<file path="config.mk">
export PLATFORM = sky130hd
export DESIGN_NAME = fetch_controller_flat
export DESIGN_NICKNAME = d
export VERILOG_FILES = /design/src/rtl/fetch_controller_pkg.sv /design/src/rtl/fetch_controller_if.sv /design/src/rtl/fetch_controller_branch_resolve.sv /design/src/rtl/fetch_controller.sv /design/src/flat_wrapper.sv
export SDC_FILE = /design/constraint.sdc
export NUM_CORES = 1
export LEC_CHECK = 0
export CORE_MARGIN = 4
export CORE_UTILIZATION = 40
export CTS_CLUSTER_DIAMETER = 150
export DETAILED_ROUTE_END_ITERATION = 12
export DONT_BUFFER_PORTS = 1
export PLACE_DENSITY = 0.67
export SYNTH_ARGS = -nofsm -noshare
export SYNTH_HDL_FRONTEND = slang
export SYNTH_SLANG_ARGS = --single-unit
</file>
<file path="constraint.sdc">
create_clock -name clk -period 2.2 [get_ports clk]
set_clock_uncertainty 0.2 [all_clocks]
set_input_delay 0.66 -clock clk [delete_from_list [all_inputs] [get_ports clk]]
set_output_delay 0.66 -clock clk [all_outputs]
set_load 0.02 [all_outputs]
</file>
<file path="src/rtl/fetch_controller_pkg.sv">
// Shared definitions for the instruction fetch/sequence controller:
// opcode values, sequencer state encoding and the branch-resolution result.
package fetch_controller_pkg;

  // Opcodes resolved locally by the controller; every other opcode goes to the datapath.
  localparam logic [3:0] OP_JMP = 4'hA;
  localparam logic [3:0] OP_JZ  = 4'hB;
  localparam logic [3:0] OP_JNZ = 4'hC;
  localparam logic [3:0] OP_HLT = 4'hF;

  typedef enum logic [2:0] {
    S_IDLE   = 3'd0,
    S_FETCH  = 3'd1,
    S_DECODE = 3'd2,
    S_EXEC   = 3'd3,
    S_HALT   = 3'd4
  } fc_state_e;

  // Decode classification. Exactly one field is set, except for a
  // conditional jump that is not taken, where all three are clear.
  typedef struct packed {
    logic take_jump;
    logic is_halt;
    logic is_exec;
  } br_res_t;

  // True for the two flag-dependent jump opcodes.
  function automatic logic is_cond_jump(input logic [3:0] op);
    return (op == OP_JZ) || (op == OP_JNZ);
  endfunction

endpackage

</file>
<file path="src/rtl/fetch_controller_if.sv">
// Instruction-memory read channel and execute handshake between the
// fetch controller (master) and the memory/datapath side (slave).
interface fetch_controller_if #(
  parameter int WIDTH   = 11,
  parameter int IR_BITS = 16
);

  logic               mem_req;
  logic [WIDTH:0]     mem_addr;
  logic               mem_ack;
  logic [IR_BITS-1:0] mem_rdata;
  logic               exec_valid;
  logic               exec_done;

  modport master (
    output mem_req,
    output mem_addr,
    output exec_valid,
    input  mem_ack,
    input  mem_rdata,
    input  exec_done
  );

  modport slave (
    input  mem_req,
    input  mem_addr,
    input  exec_valid,
    output mem_ack,
    output mem_rdata,
    output exec_done
  );

endinterface

</file>
<file path="src/rtl/fetch_controller_branch_resolve.sv">
// Combinational opcode classifier: decides whether the instruction in ir is
// a taken jump, a halt, or an instruction for the datapath.
module fetch_controller_branch_resolve
  import fetch_controller_pkg::*;
(
  input  logic [3:0] opcode,
  input  logic       zero_flag,
  output br_res_t    res
);

  // Classify the opcode; a conditional jump whose condition fails leaves all fields clear.
  always_comb begin
    res = '0;
    unique case (opcode)
      OP_JMP:  res.take_jump = 1'b1;
      OP_JZ:   res.take_jump = zero_flag;
      OP_JNZ:  res.take_jump = ~zero_flag;
      OP_HLT:  res.is_halt   = 1'b1;
      default: res.is_exec   = 1'b1;
    endcase
  end

endmodule

</file>
<file path="src/rtl/fetch_controller.sv">
// Instruction fetch/sequence controller. Fetches the word at pc over the
// req/ack channel, latches it into ir, resolves jumps and halts itself and
// hands every other instruction to the datapath over exec_valid/exec_done.
// PC changes are requested from the external ProgramCounter with one-cycle
// inc_pc / load_pc pulses issued in DECODE, so the following FETCH already
// presents the updated address.
module fetch_controller
  import fetch_controller_pkg::*;
#(
  parameter int WIDTH   = 11,
  parameter int IR_BITS = 16
) (
  input  logic               clk,
  input  logic               rst,
  input  logic               run,
  input  logic [WIDTH:0]     pc,
  output logic               inc_pc,
  output logic               load_pc,
  output logic [WIDTH:0]     pc_val,
  input  logic               zero_flag,
  output logic [IR_BITS-1:0] ir,
  output logic               halted,
  fetch_controller_if.master bus
);

  fc_state_e state;
  br_res_t   br;
  logic      in_decode;
  logic      cond_not_taken;

  fetch_controller_branch_resolve u_branch_resolve (
    .opcode    (ir[IR_BITS-1 -: 4]),
    .zero_flag (zero_flag),
    .res       (br)
  );

  assign in_decode      = (state == S_DECODE);
  assign cond_not_taken = is_cond_jump(ir[IR_BITS-1 -: 4]) & ~br.take_jump;

  // Sequencer: state, instruction register and the level outputs (mem_req,
  // exec_valid, halted) are all updated together on each transition.
  // Acks and dones arriving in any other state are simply not looked at.
  always_ff @(posedge clk or negedge rst) begin
    if (!rst) begin
      state          <= S_IDLE;
      ir             <= '0;
      bus.mem_req    <= 1'b0;
      bus.exec_valid <= 1'b0;
      halted         <= 1'b0;
    end else begin
      unique case (state)
        S_IDLE: begin
          if (run) begin
            state       <= S_FETCH;
            bus.mem_req <= 1'b1;
          end
        end
        S_FETCH: begin
          if (bus.mem_ack) begin
            ir          <= bus.mem_rdata;
            state       <= S_DECODE;
            bus.mem_req <= 1'b0;
          end
        end
        S_DECODE: begin
          // Always a single cycle; run is not consulted here so a started
          // instruction (or the fetch after a jump) always completes.
          if (br.is_halt) begin
            state  <= S_HALT;
            halted <= 1'b1;
          end else if (br.is_exec) begin
            state          <= S_EXEC;
            bus.exec_valid <= 1'b1;
          end else begin
            state       <= S_FETCH;
            bus.mem_req <= 1'b1;
          end
        end
        S_EXEC: begin
          if (bus.exec_done) begin
            bus.exec_valid <= 1'b0;
            if (run) begin
              state       <= S_FETCH;
              bus.mem_req <= 1'b1;
            end else begin
              state <= S_IDLE;
            end
          end
        end
        S_HALT: begin
          // Resuming needs run to drop first, so a held run cannot spin on HLT.
          if (!run) begin
            state  <= S_IDLE;
            halted <= 1'b0;
          end
        end
        default: begin
          state          <= S_IDLE;
          bus.mem_req    <= 1'b0;
          bus.exec_valid <= 1'b0;
          halted         <= 1'b0;
        end
      endcase
    end
  end

  // PC update pulses from DECODE; the jump operand is only driven while load_pc is high.
  always_comb begin
    load_pc      = in_decode & br.take_jump;
    inc_pc       = in_decode & (br.is_exec | cond_not_taken);
    pc_val       = load_pc ? ir[WIDTH:0] : '0;
    bus.mem_addr = bus.mem_req ? pc : '0;
  end

endmodule

</file>
<file path="src/flat_wrapper.sv">
// flat-port wrapper written by rule: the top's interface ports become plain ports
module fetch_controller_flat import fetch_controller_pkg::*;
#(
  parameter int WIDTH   = 11,
  parameter int IR_BITS = 16
)
  (clk, rst, run, pc, inc_pc, load_pc, pc_val, zero_flag, ir, halted, bus_mem_req, bus_mem_addr, bus_exec_valid, bus_mem_ack, bus_mem_rdata, bus_exec_done);
  fetch_controller_if #(.WIDTH(WIDTH), .IR_BITS(IR_BITS)) bus_i ();
  input  logic clk;
  input  logic rst;
  input  logic run;
  input  logic [WIDTH:0] pc;
  output logic inc_pc;
  output logic load_pc;
  output logic [WIDTH:0] pc_val;
  input  logic zero_flag;
  output logic [IR_BITS-1:0] ir;
  output logic halted;
  output wire logic [$bits(bus_i.mem_req)-1:0] bus_mem_req;
  output wire logic [$bits(bus_i.mem_addr)-1:0] bus_mem_addr;
  output wire logic [$bits(bus_i.exec_valid)-1:0] bus_exec_valid;
  input wire logic [$bits(bus_i.mem_ack)-1:0] bus_mem_ack;
  input wire logic [$bits(bus_i.mem_rdata)-1:0] bus_mem_rdata;
  input wire logic [$bits(bus_i.exec_done)-1:0] bus_exec_done;
  assign bus_mem_req = bus_i.mem_req;
  assign bus_mem_addr = bus_i.mem_addr;
  assign bus_exec_valid = bus_i.exec_valid;
  assign bus_i.mem_ack = bus_mem_ack;
  assign bus_i.mem_rdata = bus_mem_rdata;
  assign bus_i.exec_done = bus_exec_done;
  fetch_controller #(.WIDTH(WIDTH), .IR_BITS(IR_BITS)) u_core (.clk(clk), .rst(rst), .run(run), .pc(pc), .inc_pc(inc_pc), .load_pc(load_pc), .pc_val(pc_val), .zero_flag(zero_flag), .ir(ir), .halted(halted), .bus(bus_i));
endmodule
</file>
## Word-level counts from Yosys, hierarchy flattened

Index checks and enable logic that the tools add are counted.

| storage, ports and cells | value |
|---|---|
| bits in registers | 22 |
| input port bits | 34 |
| output and inout bits | 45 |

| operators by class | value |
|---|---|
| eq/ne operators | 16 |
| mux-type cells | 26 |
| bitwise operators | 9 |
| reductions and logical operators | 10 |

Operator list:

| operator | count |
|---|---|
| 12-bit 2-to-1 mux | 2 |
| 4-bit equality test, second input constant | 4 |
| 3-bit 2-to-1 mux | 5 |
| 3-bit case mux with 5 select lines | 1 |
| 2-bit inequality test, second input constant | 7 |
| 1-bit 2-to-1 mux | 13 |
| 1-bit case mux with 3 select lines | 3 |
| 4-bit AND reduction | 2 |
| 3-bit by 2-bit equality test with 1-bit output, second input constant | 2 |
| 3-bit OR reduction | 2 |
| 1-bit NOT | 5 |
| 1-bit case mux with 5 select lines | 1 |
| 5-bit AND reduction | 1 |
| 4-bit OR reduction | 1 |
| 1-bit AND | 3 |
| 3-bit by 1-bit equality test with 1-bit output, second input constant | 1 |
| 3-bit equality test, second input constant | 1 |
| 3-bit zero test | 1 |
| 3-bit AND reduction | 1 |
| 2-bit 2-to-1 mux | 1 |
| 2-bit by 1-bit inequality test with 1-bit output, second input constant | 1 |
| 2-bit AND reduction | 1 |
| 1-bit logical OR | 1 |
| 1-bit bitwise OR | 1 |

## Depth between registers and ports, before layout

Gate-level depths: netlist of the first run.

| depth | value |
|---|---|
| depth in word-level cells | 6 |
| gate-level depth with buffers | 6 |
| depth with buffers taken out | 4 |

## Cells and area by module

Synthesis of the first run repeated with hierarchy kept, for this count alone.

| unflattened totals | value |
|---|---|
| cell total of the unflattened synthesis | 116 |
| area, all modules | 1229.9 sq um |

Modules (own cells, without submodules):

| module | times used | cells an instance | area each (sq um) |
|---|---|---|---|
| fetch_controller | 1 | 108 | 1174.9 |
| fetch_controller_branch_resolve | 1 | 8 | 55.1 |

## Worst setup path after synthesis of the first run

OpenSTA, ideal clock, no wires.

| timing path | value |
|---|---|
| kind | input -> output |
| from | input port zero_flag |
| to | output port pc_val[10] |
| data arrival time | 1737 ps |
| data required time | 1340 ps |
| setup slack | -397 ps |
| stages | 4 |
| path buffers | 1 |
| path through | or3_1 -> a211oi_2 -> buf_4 -> and2_1 |

| between the ends | value |
|---|---|
| cells in the longest elaborated chain, start to end | 4 |

RTL lines:

| what | RTL line | source |
|---|---|---|
| from (decl) | flat_wrapper.sv:16 | `input logic zero_flag;` |
| 1-bit NOT | fetch_controller_branch_resolve.sv:17 | `OP_JNZ: res.take_jump = ~zero_flag;` |
| 1-bit case mux with 3 select lines * | fetch_controller_branch_resolve.sv:14 | `unique case (opcode)` |
| 1-bit AND * | fetch_controller.sv:109 | `load_pc = in_decode & br.take_jump;` |
| net load_pc | flat_wrapper.sv:14 | `output logic load_pc;` |
| 12-bit 2-to-1 mux * | fetch_controller.sv:111 | `pc_val = load_pc ? ir[WIDTH:0] : '0;` |
| to (decl) | flat_wrapper.sv:15 | `output logic [WIDTH:0] pc_val;` |

The timed path passes the listed nets; every way through them passes the cells marked *.

## Worst setup path after layout of the first run

| timing path | value |
|---|---|
| from | register u_core.ir[12] |
| to | output port pc_val[1] |

| between the ends | value |
|---|---|
| cells in the longest elaborated chain, start to end | 4 |
| elaborated cells between the ends (all ways) | 6 |
| those cells by class | eq/ne: 3; mux: 2; bitwise: 1 |

RTL lines:

| what | RTL line | source |
|---|---|---|
| from (decl) | fetch_controller.sv:21 | `output logic [IR_BITS-1:0] ir,` |
| from (signal assigned) | fetch_controller.sv:60 | `ir <= bus.mem_rdata;` |
| 4-bit equality test | fetch_controller_branch_resolve.sv:14 |  |
| 1-bit case mux with 3 select lines * | fetch_controller_branch_resolve.sv:14 |  |
| 1-bit AND * | fetch_controller.sv:109 |  |
| 12-bit 2-to-1 mux * | fetch_controller.sv:111 |  |

Every way passes the cells marked *; elsewhere a longest branch is shown, timed or not.

==> key figures, run 1 <==
Die
  – Die Y: 63.3 um
  – I/O Pins: 79
  – Chip width: 63.3 um
  – Cell row count: 19
  – Die area: 4010 um2
  – Starting density of the core: 43.3%
  – Placeable Area: 2830 um2

Clocking
  – Clk sinks: 22
  – Clock Pin Slew Worst Setup and Hold Paths: 0.11 ns
  – CTS tree: done
  – CTS buffer count: 3
  – CTS Buffer Depth: 2
  – H-tree lvl count: 1
  – Total setup buffers inserted after CTS: 0
  – Root buffer cell: clkbuf_4
  – Worst-Skew Late Latency: 0.30 ns

Routing
  – # DRC: 0
  – DR vias: 932
  – Routed wire per std cell: 18.3 um
  – Routed WL: 2880 um
  – DR pass1 iterations: 4
  – Post-DRT Antenna Nets: 0
  – DR iter-0 viols: 21
  – Via density: 5.94

Synthesis
  – Post-synth EDFFs: 0
  – Mean area per synthesized cell: 10.7 um2
  – Synth area leaders: dfrtp_1 (45%), and2_1 (13%), mux2_1 (7.4%)
  – Mapped Area: 1220 um2
  – Register area share after synthesis: 45.0%
  – Synth Instances: 114
  – Yosys warnings: 0
  – Primary FF master, synth: dfrtp_1
  – Synth unique cells: 36
  – Async S/R FF share, synth: 100%
  – FF+latch count, synth: 22
  – Synthesized Nets: 148
  – Post-synth top area cell: dfrtp_1
  – Post-synth top area share: 45.0%

Setup path
  – CP Data Required Time: 1.34 ns
  – CP Launch Type: flop
  – Max FO, Critical Path: 13
  – Worst Setup End Kind: primary output
  – CP Class: reg2out
  – Data arrival, critical path: 1.84 ns

Finish
  – Share of layout cells above drive strength 1: 36.5%
  – Antenna diodes: 0
  – Area Overhead vs Synth: 15.8%
  – Fin cells: 157
  – Final Util: 50.1%
  – Fillers: 254
  – Fin nets: 161

Placed design
  – HPWL after detailed placement: 2280 um
  – Port-buffer cells: 0
  – Final Wtd Congestion: 0.803
  – Placed cells: 152

Global routing
  – Largest net degree at the start of global routing: 23
  – Gr ovfl total: 0
  – First-pass GRT wire length: 4910 um
  – Number of global-route vias before repair: 1042
  – Initial antenna violation count: 0
  – Overall routing resource usage: 15.4%

STA
  – Least-Margin Pin Slew: 0.998 ns
  – Tmin final: 2.70 ns
  – RSZ-0062 raised after global routing: true
  – Final period util: 123%
  – Normalized max-slew margin: 33.2%
  – Worst setup margin: -0.497 ns
  – Endpoints failing hold: 0
  – Final setup fails: 14
  – Fmax: 0.371 GHz
  – Max Slew Vio Count: 0

Status
  – Status: finished with violations
  – Failing checks: setup timing

Pwr
  – Combinational share of power: 45.5%
  – Power per Cell Area: 1500 nW/um2
  – Clk pwr share: 10.1%
  – Sw Ratio: 45.9%
  – Peak VDD IR: 0.742 mV
  – Static leakage power: 0.606 nW
  – P_sw: 0.000978 W
  – P_int: 0.00115 W
  – Sequential group share of total power: 44.4%

Flow run
  – Max-Cap Viols: 0

Worst hold path
  – Hold crit path type: in2reg
-- cells in the mapped netlist, drive strengths merged (2+ instances only) --
library cell,instances
nor4bb,2
nor3,2
dfrtp,22
nor3b,2
and2,25
nand3,3
o21ai,4
a21oi,2
clkbuf,2
nor2,5
nand2,6
inv,2
mux2,15
buf,4
nand2b,2
-- power groups by stage --
stage / sequential, W / combinational, W / clock (W)
2_1_floorplan: 0.000980 / 0.000677 / 0
4_1_cts: 0.000952 / 0.000974 / 0.000231
3_5_place_dp: 0.000962 / 0.000961 / 0
3_3_place_gp: 0.000949 / 0.000929 / 0
6_report: 0.000946 / 0.000969 / 0.000215
5_1_grt: 0.000987 / 0.00106 / 0.000251
-- metrics by stage --
step	hold slack, ns	cell area, um2	total power, W	setup WS [ns]	TNS (ns)
after global routing	0.255	1420	0.00230	-0.615	-7.94
after CTS	0.267	1410	0.00216	-0.535	-6.81
after floorplan	0.164	1260	0.00166	-0.281	-2.94
after detailed placement	0.165	1360	0.00192	-0.271	-3.14
final	0.285	1420	0.00213	-0.497	-6.29
after global placement	0.165	1360	0.00188	-0.250	-2.92
-- sequential cells by signal, indices dropped and copies added, names as in the netlist --
signal and flops:
u_core.ir 16, u_core.state 3, u_core.bus.exec_valid 1, u_core.bus.mem_req 1, u_core.halted 1
-- metal layers --
metal  vias to the layer above  global-route usage, %  wire [um]
met5                         -                      0          0
met4                         0                   5.66         16
met3                         2                   4.26        303
met2                        58                   29.8       1530
met1                       446                   15.4       1030
li1                        426                      -          -
-- final cells by class --
class | count | area, um2 | share of cell area (%)
tap | 31 | 38.8 | 2.74
clock buffer | 4 | 36.3 | 2.56
timing repair buffer | 14 | 111 | 7.86
multi-input combinational | 84 | 671 | 47.3
inverter | 2 | 7.51 | 0.530
sequential | 22 | 553 | 39.0
-- placed cells by master (no fill, tap or decap), drive strengths merged --
cell	netlist	layout
o21ai	4	4
nor3	2	2
clkbuf	2	4
o32ai	1	1
nor4bb	2	2
a211oi	1	1
a31oi	1	1
or3b	1	1
o31a	1	1
nor2	5	5
nand2b	2	2
or3	1	1
or2b	1	1
inv	2	2
buf	4	13
nor3b	2	2
nand2	6	6
a211o	1	1
mux2	15	15
o21a	1	1
or4	1	1
a221oi	1	1
o211ai	1	1
o31ai	1	1
and2	25	25
dfrtp	22	22
nand3	3	3
nand4	1	1
dlygate4sd3	0	1
a21oi	2	2
nand3b	1	1
mux2i	1	1
-- critical path, cell delays in order (launching register included) --
cell      delay [ns]
dfrtp_2         0.42
nand2b_4        0.14
or3_4           0.37
a211oi_2        0.21
buf_6           0.18
and2_2          0.22
-- logic make-up after synthesis --
family,after synthesis,share of synthesized area [%]
compound gates,15,9.20
buf+inv,8,3.78
flops,22,45.0
mux,16,14.6
simple gates,53,27.4
-- final timing paths --
kind                                  startpoint            endpoint  slack [ns]  cells after the start
worst max-delay path               u_core.ir[12]           pc_val[1]       -0.50                      5
worst min-delay path            bus_mem_rdata[9]        u_core.ir[9]        0.29                      1
worst max register to register   u_core.state[1]        u_core.ir[0]        0.35                      5
worst min register to register     u_core.ir[15]       u_core.ir[15]        0.40                      2
max in group asynchronous                    rst  u_core.bus.mem_req        0.37                      1
min in group asynchronous                    rst       u_core.ir[10]        0.77                      1
-- repair_timing --
action	4_1_cts	5_1_grt
hold endpoints to repair	22	0
hold buffers	1	0
endpoints found under the setup margin	14	26
resized for setup	1	2
No activity file was read; power rests on OpenSTA's default activity.
==> inputs of run 2 (changes only) <==
--- a/config.mk
+++ b/config.mk
@@ -11,6 +11,7 @@
 export DETAILED_ROUTE_END_ITERATION = 12
 export DONT_BUFFER_PORTS = 1
 export PLACE_DENSITY = 0.67
+export SKIP_LAST_GASP = 1
 export SYNTH_ARGS = -nofsm -noshare
 export SYNTH_HDL_FRONTEND = slang
 export SYNTH_SLANG_ARGS = --single-unit
==> results of run 2 <==
No change in the layout: final DEF, timing and power equal those of run 1.
==> inputs of run 3 (changes only) <==
--- a/config.mk
+++ b/config.mk
@@ -5,12 +5,12 @@
 export SDC_FILE = /design/constraint.sdc
 export NUM_CORES = 1
 export LEC_CHECK = 0
-export CORE_MARGIN = 4
 export CORE_UTILIZATION = 40
-export CTS_CLUSTER_DIAMETER = 150
+export CTS_CLUSTER_DIAMETER = 30
 export DETAILED_ROUTE_END_ITERATION = 12
 export DONT_BUFFER_PORTS = 1
 export PLACE_DENSITY = 0.67
+export SKIP_CTS_REPAIR_TIMING = 1
 export SKIP_LAST_GASP = 1
 export SYNTH_ARGS = -nofsm -noshare
 export SYNTH_HDL_FRONTEND = slang
==> key figures, run 3 (same netlist as run 1, synthesis figures left out) <==
Finish
  – Share of layout cells above drive strength 1: 36.2%
  – Commonest non-fill, non-tap cells in the layout: dfrtp_1 (20), and2_1 (13), buf_4 (12)
  – Register Area: 553 um2
  – Antenna diodes: 0
  – Most flop-heavy register: u_core.ir
  – Fillers: 260
  – Multi-input logic area: 666 um2
  – Fin cells: 158
  – Number of flip-flops in the largest register: 16
  – Fin nets: 162
  – Commonest non-fill, non-tap cell in the layout: dfrtp_1
  – Top flop regs: u_core.ir: 16 flops, u_core.state: 3 flops
  – Area Overhead vs Synth: 18.4%

Global routing
  – Largest net degree at the start of global routing: 23
  – Initial antenna violation count: 0
  – Overall routing resource usage: 17.7%
  – First-pass GRT wire length: 4340 um
  – Gr ovfl total: 0
  – Number of global-route vias before repair: 936

Setup path
  – FF-to-FF End: u_core.bus.mem_req
  – R2r worst-path depth: 5
  – Crit. Startpoint: u_core.ir[12]
  – Max incr delay on CP: 0.42 ns
  – Data arrival, critical path: 1.85 ns
  – R2R Path Start: u_core.state[2]
  – Critical-path cell list: nand2b_4 > or3_4 > a211oi_2 > buf_6 > and2_2
  – CP Data Required Time: 1.34 ns
  – CP Class: reg2out
  – CP Launch Type: flop
  – Worst Setup EP: pc_val[1]
  – Max FO, Critical Path: 13
  – R2R setup slack: 0.35 ns
  – Worst Setup End Kind: primary output
  – Worst path slowest cell: dfrtp_2

Placed design
  – HPWL after detailed placement: 2060 um
  – Port-buffer cells: 0
  – Final Wtd Congestion: 0.875
  – Placed cells: 152

Pwr
  – Peak VDD IR: 0.758 mV
  – Static leakage power: 0.621 nW
  – Power per Cell Area: 1530 nW/um2

Die
  – Cell row count: 19
  – I/O Pins: 79
  – Starting density of the core: 43.3%
  – Placeable Area: 2830 um2
  – Die Y: 57.3 um
  – Die area: 3280 um2
  – Chip width: 57.3 um

STA
  – Worst setup margin: -0.508 ns
  – Final period util: 123%
  – RSZ-0062 raised after global routing: true
  – Setup_tns: -6.49 ns
  – Tmin final: 2.71 ns
  – Least-Margin Pin Slew: 0.279 ns
  – Final setup fails: 14
  – Fmax: 0.369 GHz
  – Normalized max-slew margin: 81.2%
  – Hold Slack: 0.277 ns
  – Endpoints failing hold: 0
  – Max Slew Vio Count: 0

Routing
  – Via density: 5.91
  – DR vias: 933
  – DR pass1 iterations: 8
  – Post-DRT Antenna Nets: 0
  – DR iter-0 viols: 46
  – # DRC: 7
  – Routed WL: 2730 um
  – Routed wire per std cell: 17.3 um

Clocking
  – CTS buffer count: 3
  – Clk sinks: 22
  – CTS Buffer Depth: 2
  – H-tree lvl count: 1
  – Clock Pin Slew Worst Setup and Hold Paths: 0.13 ns
  – CTS tree: done
  – Worst-Skew Late Latency: 0.30 ns
  – Root buffer cell: clkbuf_4

Worst hold path
  – Hold crit path type: in2reg

Flow run
  – Max-Cap Viols: 0

Status
  – Status: finished with violations
  – Failing checks: DRC, setup timing
[run 3: cell count changes in the layout (fill, tap and decap cells not counted), sizes merged]
cell / delta
bufinv: +1
buf: +1
clkbuf: -1
[run 3: cell type report]
type	count	share of cell area [%]
Multi-Input combinational cell	84	45.9
Clock inverter	1	2.07
Inverter	2	0.518
Tap cell	31	2.68
Clock buffer	3	1.55
Sequential cell	22	38.2
Timing Repair Buffer	15	9.07
[run 3: critical path: cells and delay by family, from the launching register on]
kind                   cells  cell delay (ns)
AOI/OAI and AO/OA          1             0.21
buffers and inverters      1             0.18
DFF                        1             0.42
and+or+nand+nor            3             0.73
[run 3: worst min path at each step]
stage / cells past startpoint / slack (ns) / from / endpoint
final: 1 / 0.28 / bus_mem_rdata[9] / u_core.ir[9]
after global routing: 1 / 0.25 / bus_mem_rdata[7] / u_core.ir[7]
after CTS: 0 / -0.18 / rst / u_core.ir[7]
after detailed placement: 0 / 0.16 / rst / u_core.ir[7]
after global placement: 0 / 0.16 / rst / u_core.ir[7]
after floorplan: 0 / 0.16 / rst / u_core.bus.exec_valid
[run 3: per-layer routing]
metal | routed length [um] | share of wire, % | up-vias | GRT usage (%)
li1 | - | - | 426 | -
met1 | 1050 | 39 | 447 | 20.7
met2 | 1440 | 53 | 58 | 31.3
met3 | 225 | 8.2 | 2 | 4.99
met4 | 16 | 0.59 | 0 | 6.27
met5 | 0 | 0 | - | 0
[run 3: through the flow]
step / instance area [um2] / total power, W / util [%] / worst slack (ns)
2_1_floorplan: 1260 / 0.00166 / - / -0.281
3_3_place_gp: 1360 / 0.00187 / 48.1 / -0.253
3_5_place_dp: 1360 / 0.00191 / 48.1 / -0.270
4_1_cts: 1410 / 0.00222 / 50.0 / -0.538
5_1_grt: 1450 / 0.00237 / 51.2 / -0.579
6_report: 1450 / 0.00222 / 51.2 / -0.508
[run 3: where the power goes]
| part | internal (W) | total (W) | switching, W |
|---|---|---|---|
| Combinational | 0.000452 | 0.000965 | 0.000513 |
| Clock | 0.000184 | 0.000310 | 0.000126 |
| Sequential | 0.000601 | 0.000946 | 0.000345 |
